**src/rtl/alu_share_arbiter.sv**
```systemverilog
// alu_share_arbiter: round-robin sharing of one combinational ALU
// between two requesters, with multicycle hold for MUL.
module alu_share_arbiter #(
  parameter int WIDTH      = 32,
  parameter int MUL_CYCLES = 2
) (
  input  logic             clk,
  input  logic             rst_n,
  input  logic             r0_valid,
  output logic             r0_ready,
  input  logic [WIDTH-1:0] r0_a,
  input  logic [WIDTH-1:0] r0_b,
  input  logic [1:0]       r0_op,
  output logic             r0_rsp_valid,
  input  logic             r0_rsp_ready,
  input  logic             r1_valid,
  output logic             r1_ready,
  input  logic [WIDTH-1:0] r1_a,
  input  logic [WIDTH-1:0] r1_b,
  input  logic [1:0]       r1_op,
  output logic             r1_rsp_valid,
  input  logic             r1_rsp_ready,
  output logic [WIDTH-1:0] rsp_y,
  output logic             rsp_z,
  output logic [WIDTH-1:0] alu_a,
  output logic [WIDTH-1:0] alu_b,
  output logic [1:0]       alu_op,
  input  logic [WIDTH-1:0] alu_y,
  input  logic             alu_z,
  output logic             busy
);

  localparam logic [1:0] OP_MUL = 2'd1;
  localparam logic [3:0] MUL_LD = 4'(MUL_CYCLES - 1);

  typedef enum logic [1:0] {
    IDLE = 2'd0,
    EXEC = 2'd1,
    RESP = 2'd2
  } state_e;

  state_e           state_q, state_d;
  logic [3:0]       cnt_q, cnt_d;
  logic             own_q, own_d;
  logic             rr_q, rr_d;
  logic [WIDTH-1:0] alu_a_q, alu_b_q;
  logic [1:0]       alu_op_q;
  logic [WIDTH-1:0] rsp_y_q;
  logic             rsp_z_q;
  logic             rsp_vld_q;

  logic             gnt_any;
  logic             gnt_sel;
  logic             accept;
  logic             capture;
  logic             rsp_hs;
  logic [WIDTH-1:0] req_a, req_b;
  logic [1:0]       req_op;

  // grant select: lone requester wins, contention follows rr pointer
  always_comb begin
    gnt_any = r0_valid | r1_valid;
    gnt_sel = 1'b0;
    unique case (1'b1)
      r0_valid && r1_valid:  gnt_sel = rr_q;
      !r0_valid && r1_valid: gnt_sel = 1'b1;
      default:               gnt_sel = 1'b0;
    endcase
  end

  assign accept   = (state_q == IDLE) && gnt_any;
  assign r0_ready = accept && !gnt_sel;
  assign r1_ready = accept && gnt_sel;

  // operand mux toward the ALU input registers
  always_comb begin
    req_a  = r0_a;
    req_b  = r0_b;
    req_op = r0_op;
    if (gnt_sel) begin
      req_a  = r1_a;
      req_b  = r1_b;
      req_op = r1_op;
    end
  end

  assign rsp_hs = own_q ? r1_rsp_ready : r0_rsp_ready;

  // next-state, hold counter, owner and rr pointer
  always_comb begin
    state_d = state_q;
    cnt_d   = cnt_q;
    own_d   = own_q;
    rr_d    = rr_q;
    capture = 1'b0;
    unique case (state_q)
      IDLE: begin
        if (accept) begin
          state_d = EXEC;
          own_d   = gnt_sel;
          cnt_d   = (req_op == OP_MUL) ? MUL_LD : 4'd0;
        end
      end
      EXEC: begin
        if (cnt_q == 4'd0) begin
          state_d = RESP;
          capture = 1'b1;
        end else begin
          cnt_d = cnt_q - 4'd1;
        end
      end
      RESP: begin
        if (rsp_hs) begin
          state_d = IDLE;
          rr_d    = ~own_q;
        end
      end
      default: state_d = IDLE;
    endcase
  end

  // control state registers
  always_ff @(posedge clk or negedge rst_n) begin
    if (!rst_n) begin
      state_q <= IDLE;
      cnt_q   <= 4'd0;
      own_q   <= 1'b0;
      rr_q    <= 1'b0;
    end else begin
      state_q <= state_d;
      cnt_q   <= cnt_d;
      own_q   <= own_d;
      rr_q    <= rr_d;
    end
  end

  // ALU operands load only on accept and hold otherwise
  always_ff @(posedge clk or negedge rst_n) begin
    if (!rst_n) begin
      alu_a_q  <= '0;
      alu_b_q  <= '0;
      alu_op_q <= 2'd0;
    end else if (accept) begin
      alu_a_q  <= req_a;
      alu_b_q  <= req_b;
      alu_op_q <= req_op;
    end
  end

  // response capture at the last hold cycle, release on owner handshake
  always_ff @(posedge clk or negedge rst_n) begin
    if (!rst_n) begin
      rsp_y_q   <= '0;
      rsp_z_q   <= 1'b0;
      rsp_vld_q <= 1'b0;
    end else if (capture) begin
      rsp_y_q   <= alu_y;
      rsp_z_q   <= alu_z;
      rsp_vld_q <= 1'b1;
    end else if (state_q == RESP && rsp_hs) begin
      rsp_vld_q <= 1'b0;
    end
  end

  assign alu_a        = alu_a_q;
  assign alu_b        = alu_b_q;
  assign alu_op       = alu_op_q;
  assign rsp_y        = rsp_y_q;
  assign rsp_z        = rsp_z_q;
  assign r0_rsp_valid = rsp_vld_q && !own_q;
  assign r1_rsp_valid = rsp_vld_q && own_q;
  assign busy         = (state_q != IDLE);

endmodule

```
**config.mk**
```make
export PLATFORM = sky130hd
export DESIGN_NAME = alu_share_arbiter
export DESIGN_NICKNAME = d
export VERILOG_FILES = /design/src/rtl/alu_share_arbiter.sv
export SDC_FILE = /design/constraint.sdc
export NUM_CORES = 1
export LEC_CHECK = 0
export ABC_AREA = 1
export ABC_CLOCK_PERIOD_IN_PS = 1280
export BUFFER_PORTS_ARGS = -buffer_cell sky130_fd_sc_hd__buf_4
export CAP_MARGIN = 10
export CORE_MARGIN = 10
export CORE_UTILIZATION = 35
export DETAILED_ROUTE_END_ITERATION = 16
export GPL_TIMING_DRIVEN = 0
export PLACE_DENSITY_LB_ADDON = 0.05
export SYNTH_ARGS = -nofsm -noshare
export SYNTH_HDL_FRONTEND = slang
export SYNTH_SLANG_ARGS = --single-unit
```
**constraint.sdc**
```tcl
create_clock -name clk -period 1.28 [get_ports clk]
set_clock_uncertainty 0.05 [all_clocks]
set_input_delay 0.128 -clock clk [delete_from_list [all_inputs] [get_ports clk]]
set_output_delay 0.128 -clock clk [all_outputs]
set_load 0.03 [all_outputs]
```
==> flow_summary.toml <==
[run_status]
outcome = "complete, but fails checks"
failed_checks = "negative setup slack"

[yosys]
yosysTopAreaCell = "dfrtp_1"
synthTopCellsByArea = "dfrtp_1, nand2_1, nand3_1, o21ai_0, inv_1"
synth_area_um2 = 4600
ys_ff_latch = 108
syn-mean-instance-area_um2 = 8.27
synth.net_count = 728
synth_cells = 556
post-synth-top-area-fraction_pct = 58.8
yosysSeqAreaShare_pct = 58.8
ys.warnings.count = 0
post_synthesis_cell_type_count = 21

[critical_path]
worst-path-max-fanout = 2
setup.worst_path.end_class = "primary output"
timing.critical_path.required_ps = 1100
critPathLaunch = "state_q[1]"
r2r_end = "alu_a[25]"
crit_path_top_delay_cell = "dfrtp_1"
crit_type = "reg -> out"
setup.worst_path.start_class = "register"
worst_r2r_startpoint = "state_q[1]"
cp_data_arrival_time_ps = 1390
path_cells = "nor2_4 > buf_4 > inv_2 > nor2_4 > buf_6 > buf_6"
timing.reg2reg.worst_path_depth = 8
crit_end = "r1_ready"
critical-path-max-stage-delay_ps = 410
worst-r2r-setup-slack_ps = -230

[cells_and_area]
area.growth.synth_to_final_pct = 107
n_fill_cell = 874
final_cell_area_um2 = 9540
ratio_of_cells_with_drive_above_1_in_the_final_layout_pct = 37.5
sequential_cell_area_in_the_final_layout_um2 = 2700
finalCoreUtilization_pct = 75.0
area_occupied_by_multi_input_gates_um2 = 1790
finish.net_count = 1199

[timing]
setup-violations-final = 106
fmax_mhz = 636
drv_slew = 0
timing_worst_slew_pin_value_ps = 676
final-hold-violation-count = 0
final.period_utilization_pct = 123
period_minus_slack_ps = 1570
setup_repair_after_global_routing_missed_its_margin = "yes"
final.setup.worst_slack_ps = -293
max-slew-margin-rel_pct = 54.9

[detailed_routing]
post-route-drc-count = 0
routed_wirelength_um = 20200
initialDrtViolationCount = 198
detail_route.wl_per_cell_um = 16.8
drtAntennaViolNets = 0
post_drt_via_cell_ratio = 4.65
drt_pass1_iterations = 5
total_vias_in_the_final_route = 5604

[global_routing]
initial_antenna_violation_count = 0
grt_pass1_wl_um = 31400
grt_pass1_vias = 5972
pin_count_of_the_biggest_net_entering_global_routing = 60
grt-ovfl-total = 0
grt_use_total_pct = 21.5

[place]
gp_congestion = 0.778
hpwlAfterDp_um = 13100
io_buffers = 274
placedInstanceArea_um2 = 6950

[cts]
clock_sinks = 108
cts.root.buffer_cell = "clkbuf_16"
clock_tree.htree_level_count = 3
clk-insertion-delay-late_ps = 340
cts_tree = "built"
cts.reportedPaths.clkPinSlew_ps = 70
cts-root-to-sink-buffers = 2
tritoncts.num_buffers = 9

[floorplan]
placement_rows = 41
coreArea_um2 = 12700
die_width_um = 135
initial_utilization_pct = 36.2
floorplan.die_area_um2 = 18100
num_io_pins = 275
die_h_um = 135

[pwr]
power_density_nw_per_um2 = 2270
power.leakage_uw = 0.00496
largest_vdd_supply_drop_uv = 1210
total_power_draw_uw = 21600

[job]
cap_viol_max_count = 0

[worst_hold_path]
holdCritPathClass = "in -> reg"
where the power goes:
group	switching [uW]	internal, uW
combinational	7450	5450
sequential	998	5100
clock	1270	1370
total	9720	11900
state kept, by name, indices dropped and copies added, names as in the netlist:
name       cells
alu_b         32
alu_a         32
own_q          1
rr_q           1
state_q        2
alu_op         2
rsp_y         32
cnt_q          4
rsp_z          1
rsp_vld_q      1
metrics by stage:
step / setup WS [ps] / TNS (ps) / cells / hold slack, ps
floorplan: -14.8 / -744 / 556 / -218
global placement: -310 / -39450 / 1002 / 283
detailed placement: -340 / -23440 / 1003 / 159
CTS: -294 / -17720 / 1200 / 36.3
global route: -354 / -27460 / 1204 / 87.9
finish: -293 / -17900 / 1206 / 47.8
cells by family (layout without fill, tap and decap cells):
family | after synthesis | in the layout | synth area share [%]
AND/OR/NAND/NOR | 329 | 329 | 28.9
flip-flops | 108 | 108 | 58.8
buffers and inverters | 73 | 549 | 6.83
AO/OA/AOI/OAI | 44 | 44 | 5.03
adder cells (fa/ha/maj) | 1 | 1 | 0.272
XOR/XNOR | 1 | 1 | 0.190
other | 0 | 2 | 0
layout by cell type (no fill, tap or decap), types with 8 or more instances in the layout:
cell / synthesis / routed
buf_4: 7 / 288
clkbuf_16: 0 / 12
dfrtp_1: 108 / 107
o21ai_0: 37 / 16
nand3_1: 68 / 63
nand2_1: 245 / 233
dlygate4sd3_1: 0 / 162
buf_6: 0 / 14
inv_1: 44 / 41
nor2_1: 13 / 10
o21ai_2: 1 / 15
buf_8: 0 / 8
synth_stat cells:
master and n:
o21ai_0 37, clkbuf_1 10, o21ai_1 1, buf_4 7
a31oi_1 1, nand3_1 68, dfrtp_1 108, nand2_1 245
nor2_1 13, buf_2 11, a21oi_2 1, xor2_1 1
a21oi_1 2, and3_1 1, o31ai_1 1, nor3_1 1
inv_2 1, nand3_2 1, ha_1 1, inv_1 44
o21ai_2 1
how the worst min path moves through the flow:
stage,from,to,slack [ps],cells after the start
2_1_floorplan,rst_n,alu_a[0],-220,0
3_3_place_gp,r0_a[20],alu_a[20],280,3
3_5_place_dp,rst_n,rsp_y[31],160,1
4_1_cts,r0_op[0],alu_op[0],40,3
5_1_grt,r1_op[0],alu_op[0],90,3
6_report,r0_op[0],alu_op[0],50,3
routing by layer:
layer | wire (um) | GRT usage [%]
met1 | 7750 | 23.8
met2 | 10400 | 37.7
met3 | 1590 | 6.31
met4 | 519 | 8.89
met5 | 0 | 0
cell type report:
cell class	count	area share (%)
antenna	2	0.0525
buffer	27	3.83
clock buffer	10	2.50
clock inverter	6	0.420
inverter	45	1.85
multi-input combinational	375	18.7
sequential	108	28.3
tap	172	2.26
timing repair buffer	461	42.0
worst max-delay path, delay by kind of cell, from the launching register on:
kind	cells	cell delay [ps]
buf+inv	4	400
flops	1	410
simple gates	2	240
timing repair:
| item | 4_1_cts | 5_1_grt |
|---|---|---|
| hold buffers | 162 | 0 |
| resized for setup | 109 | 30 |
| gates cloned | 6 | 0 |
| endpoints found under the setup margin | 108 | 110 |
| setup buffers | 14 | 5 |
| hold endpoints to repair | 146 | 0 |
| pin swaps | 4 | 3 |
Power figures use the tool's default switching activity.
